### src/rtl/noc_pkg.sv
// Shared types and constants for the NoC round-robin arbiter.
//   arb_state_t : arbitration FSM encoding (idle / locked to a packet owner)
//   FLIT_WIDTH  : default flit payload width in bits
package noc_pkg;

    localparam int unsigned FLIT_WIDTH = 33;

    typedef enum logic {
        ARB_IDLE   = 1'b0,
        ARB_LOCKED = 1'b1
    } arb_state_t;

endpackage : noc_pkg

### src/rtl/rr_priority_picker.sv
// Combinational round-robin find-first.
// Returns the first set bit of req, searching upward from ptr modulo N_IN.
//   req       : request vector
//   ptr       : search start index (must be < N_IN)
//   gnt_valid : at least one request present
//   gnt_idx   : index of the selected request
module rr_priority_picker #(
    parameter int unsigned N_IN = 4
) (
    input  logic [N_IN-1:0]         req,
    input  logic [$clog2(N_IN)-1:0] ptr,
    output logic                    gnt_valid,
    output logic [$clog2(N_IN)-1:0] gnt_idx
);

    localparam int unsigned PW = $clog2(N_IN);

    int unsigned cand;

    // Walk from the farthest offset down to ptr so the nearest match is written last.
    always_comb begin
        gnt_valid = 1'b0;
        gnt_idx   = '0;
        cand      = 0;
        for (int i = N_IN - 1; i >= 0; i--) begin
            cand = (32'(ptr) + 32'(i)) % N_IN;
            if (req[PW'(cand)]) begin
                gnt_valid = 1'b1;
                gnt_idx   = PW'(cand);
            end
        end
    end

endmodule : rr_priority_picker

### src/rtl/noc_rr_arbiter.sv
// Round-robin NoC flit arbiter with packet locking.
// A multi-flit packet holds the output until its tail flit is accepted; the
// round-robin pointer only advances past a winner once its tail is accepted.
//   clk, rst_n            : clock, asynchronous active-low reset
//   in_valid/last/data    : per-requester flit inputs (data flattened, requester i at [i*WIDTH +: WIDTH])
//   in_ready              : per-requester accept
//   out_valid/data/last   : registered output flit
//   out_src               : registered index of the requester that sent the flit
//   out_ready             : downstream accept
//   locked                : a multi-flit packet currently owns the output
module noc_rr_arbiter
    import noc_pkg::*;
#(
    parameter int unsigned WIDTH = FLIT_WIDTH,
    parameter int unsigned N_IN  = 4
) (
    input  logic                      clk,
    input  logic                      rst_n,
    input  logic [N_IN-1:0]           in_valid,
    input  logic [N_IN-1:0]           in_last,
    input  logic [N_IN*WIDTH-1:0]     in_data,
    output logic [N_IN-1:0]           in_ready,
    output logic                      out_valid,
    input  logic                      out_ready,
    output logic [WIDTH-1:0]          out_data,
    output logic                      out_last,
    output logic [$clog2(N_IN)-1:0]   out_src,
    output logic                      locked
);

    localparam int unsigned PW = $clog2(N_IN);

    arb_state_t     state;
    arb_state_t     stateNext;
    logic [PW-1:0]  owner;
    logic [PW-1:0]  ownerNext;
    logic [PW-1:0]  rrPtr;
    logic [PW-1:0]  rrPtrNext;

    logic           acceptEn;
    logic           gntValid;
    logic [PW-1:0]  gntIdx;
    logic [PW-1:0]  selIdx;
    logic [N_IN-1:0] inReady;
    logic           fire;
    logic [WIDTH-1:0] inFlit [N_IN];

    // Unflatten the payload bus for indexed selection.
    for (genvar g = 0; g < N_IN; g++) begin : g_unpack
        assign inFlit[g] = in_data[g*WIDTH +: WIDTH];
    end

    rr_priority_picker #(
        .N_IN (N_IN)
    ) u_picker (
        .req       (in_valid),
        .ptr       (rrPtr),
        .gnt_valid (gntValid),
        .gnt_idx   (gntIdx)
    );

    // The output register can take a new flit when empty or draining.
    assign acceptEn = !out_valid || out_ready;
    assign in_ready = rst_n ? inReady : '0;
    assign locked   = (state == ARB_LOCKED);

    // State register.
    always_ff @(posedge clk or negedge rst_n) begin
        if (!rst_n) begin
            state <= ARB_IDLE;
            owner <= '0;
            rrPtr <= '0;
        end else begin
            state <= stateNext;
            owner <= ownerNext;
            rrPtr <= rrPtrNext;
        end
    end

    // Next-state, grant and pointer update.
    always_comb begin
        stateNext = state;
        ownerNext = owner;
        rrPtrNext = rrPtr;
        inReady   = '0;
        selIdx    = gntIdx;
        fire      = 1'b0;

        if (state == ARB_LOCKED) begin
            selIdx = owner;
            // Owner keeps the grant even while it is idle.
            inReady[owner] = acceptEn;
        end else if (gntValid && acceptEn) begin
            inReady[gntIdx] = 1'b1;
        end

        fire = |(in_valid & inReady);

        if (fire) begin
            if (!in_last[selIdx]) begin
                stateNext = ARB_LOCKED;
                ownerNext = selIdx;
            end else begin
                stateNext = ARB_IDLE;
                rrPtrNext = (32'(selIdx) == N_IN - 1) ? '0 : selIdx + PW'(1);
            end
        end
    end

    // Output flit register; holds while stalled, empties when drained with no new flit.
    always_ff @(posedge clk or negedge rst_n) begin
        if (!rst_n) begin
            out_valid <= 1'b0;
            out_data  <= '0;
            out_last  <= 1'b0;
            out_src   <= '0;
        end else if (fire) begin
            out_valid <= 1'b1;
            out_data  <= inFlit[selIdx];
            out_last  <= in_last[selIdx];
            out_src   <= selIdx;
        end else if (out_ready) begin
            out_valid <= 1'b0;
        end
    end

endmodule : noc_rr_arbiter

### config.mk
export PLATFORM = sky130hd
export DESIGN_NAME = noc_rr_arbiter
export DESIGN_NICKNAME = d
export VERILOG_FILES = /design/src/rtl/noc_pkg.sv /design/src/rtl/rr_priority_picker.sv /design/src/rtl/noc_rr_arbiter.sv
export SDC_FILE = /design/constraint.sdc
export NUM_CORES = 1
export LEC_CHECK = 0
export CAP_MARGIN = 15
export CORE_MARGIN = 5
export CORE_UTILIZATION = 40
export DETAILED_ROUTE_END_ITERATION = 6
export PLACE_DENSITY = 0.84
export SYNTH_ARGS = -nofsm -noshare
export SYNTH_HDL_FRONTEND = slang
export SYNTH_SLANG_ARGS = --single-unit
### constraint.sdc
create_clock -name clk -period 4.97 [get_ports clk]
set_clock_uncertainty 0.1 [all_clocks]
set_input_delay 0.7455 -clock clk [delete_from_list [all_inputs] [get_ports clk]]
set_output_delay 0.7455 -clock clk [all_outputs]
set_load 0.05 [all_outputs]
==> flow_metrics.env <==
export IMPL_ir_drop_uv=347
export IMPL_numCtsBuffers=5
export IMPL_antenna_cells=0
export IMPL_dr_first_iter_drc_count=56
export IMPL_routed_wl_um=9000
export IMPL_clock_fmax_mhz=246
export IMPL_report_final_setup_viol=0
export IMPL_cp_arrival_ns=3.22
export IMPL_rsz0062_at_grt="no"
export IMPL_gp_congestion=0.930
export IMPL_first_pass_iters=4
export IMPL_crit_required_ns=4.12
export IMPL_grt_pass1_wl_um=13500
export IMPL_synth_seq_area_share=0.371
export IMPL_die_w_um=94.2
export IMPL_cts_tree="yes"
export IMPL_yosys_register_bits=42
export IMPL_ant_nets=0
export IMPL_synth_area_leaders="dfrtp_1, mux4_2, mux2_2"
export IMPL_p_leak_uw=0.00188
export IMPL_grt_overflow_total=0
export IMPL_cp_max_fo=8
export IMPL_worstSetupPathType="primary input to primary output"
export IMPL_worstMarginPinSlew_ns=0.928
export IMPL_hold_buffers=0
export IMPL_fin_crit_sh=0.817
export IMPL_synth_top_area_frac=0.371
export IMPL_maxCapViolations=0
export IMPL_synth_fa_ha_area_frac=0
export IMPL_dieArea_mm2=0.00888
export IMPL_drive_above_1_share=0.227
export IMPL_status="finished clean"
export IMPL_yosysWarningCount=0
export IMPL_syn_nets=341
export IMPL_dp_hpwl_um=7410
export IMPL_synth_edff_count=0
export IMPL_clk_latency_ns=0.29
export IMPL_start_util=0.415
export IMPL_pin_count=185
export IMPL_synth_top_cells_by_count="dfrtp_1, mux4_2, mux2_2"
export IMPL_synth_simple_gate_area_frac=0.0578
export IMPL_synth_ff_type="dfrtp_1"
export IMPL_avgSynthCellArea_um2=14.3
export IMPL_fin_hold_ws_ns=0.123
export IMPL_path_clk_slew_ns=0.07
export IMPL_synthesis_area_mm2=0.00284
export IMPL_nets=525
export IMPL_rows=30
export IMPL_fin_util=0.709
export IMPL_synthXorXnorAreaFrac=0
export IMPL_cp_start_kind="primary input"
export IMPL_clock_sinks=42
export IMPL_post_cts_buffers=0
export IMPL_slew_headroom=0.368
export IMPL_drt_vias_per_instance=5.25
export IMPL_syn_to_final_growth_pct=70.7
export IMPL_grt_pass1_vias=2655
export IMPL_htreeDepth=2
export IMPL_grt_max_degree=46
export IMPL_tns_ns=0
export IMPL_track_usage=0.201
export IMPL_die_h_um=94.2
export IMPL_antenna_found_initial=0
export IMPL_clock_path_buffers=2
export IMPL_yosysTopAreaCell="dfrtp_1"
export IMPL_hp_class="primary input to async pin"
export IMPL_synth_most_common_cell="dfrtp_1"
export IMPL_wl_per_cell_um=18.8
export IMPL_core_mm2=0.00683
export IMPL_io_buffers=184
export IMPL_synth_compound_area_frac=0.0895
export IMPL_powerDensity_mw_per_mm2=698
export IMPL_ys_types=47
export IMPL_crit_path_end_kind="primary output"
export IMPL_async_flop_share=1.00
export IMPL_drc=0
export IMPL_root_buffer="clkbuf_8"
export IMPL_ctsResizeCount=0
export IMPL_hold_viol=0
export IMPL_synthCells=198
export IMPL_slew_viol_final=0
export IMPL_synth_mux_area_frac=0.434
export IMPL_vias=2514
export IMPL_fin_crit_ns=4.06
export IMPL_synth_top_family_by_area="multiplexers"
export IMPL_power_uw=3380
[cells in the final DEF, fill, tap and decap left out, drive strengths merged, types with 2 or more instances in the layout]
cell / instances
o21ai: 2
o21a: 2
nor3: 2
a21oi: 8
a22oi: 2
mux2i: 4
clkbuf: 7
mux2: 34
clkdlybuf4s50: 183
a21o: 3
nor2: 7
and2: 2
nor2b: 7
nand2: 9
nand3: 2
nand2b: 3
mux4: 34
buf: 8
inv: 4
dfrtp: 42
[routing by layer]
metal  vias up  wire length, µm  track usage  share of wire
met2       137             4680        0.354           0.52
met3        10             1040       0.0801           0.12
li1       1159                -            -              -
met4         0              112       0.0554          0.012
met1      1208             3170        0.223           0.35
met5         -                0            0              0
[flip-flops by register name (all words and copies together) (netlist names)]
signal     count
owner          2
out_src        2
rrPtr          2
out_last       1
out_data      33
locked         1
out_valid      1
[area by class of cell]
cell class	count	area, µm²
multi-input combinational	138	1660
timing repair buffer	191	1890
tap	96	120
sequential	42	1050
inverter	4	17.5
fill	504	1990
clock inverter	1	30.0
clock buffer	7	76.3
[through the flow]
stage / worst slack (ns) / cells / area, µm²
2_1_floorplan: 1.66 / 198 / 2840
6_report: 0.907 / 479 / 4840
3_3_place_gp: 0.969 / 471 / 4730
3_5_place_dp: 0.907 / 471 / 4730
5_1_grt: 0.716 / 479 / 4840
4_1_cts: 0.896 / 479 / 4840
[power by group]
part / switching (µW) / internal [µW] / total (µW)
clock network: 119 / 151 / 269
registers: 127 / 531 / 658
logic: 1280 / 1170 / 2450
[worst paths after layout]
kind / from / endpoint / slack [ns] / cells past startpoint
max in group asynchronous: rst_n / locked / 3.94 / 2
min in group clk: out_src[0] / out_src[0] / 0.40 / 1
min reg2reg: out_src[0] / out_src[0] / 0.40 / 1
max: in_valid[1] / in_ready[1] / 0.91 / 8
min: rst_n / out_data[0] / 0.12 / 1
max reg2reg: rrPtr[1] / out_data[14] / 1.93 / 7
[kinds of logic after synthesis]
logic type,after synthesis
compound gates,33
buf+inv,18
flops,42
mux,72
simple gates,33
[worst max-delay path, cell delays in order]
cell	delay [ns]
clkdlybuf4s50_1	0.60
a21bo_1	0.23
a222oi_1	0.27
buf_4	0.21
and2_1	0.14
nand2_1	0.07
a21boi_1	0.13
clkdlybuf4s50_1	0.82
No activity file was read; power rests on OpenSTA's default activity.
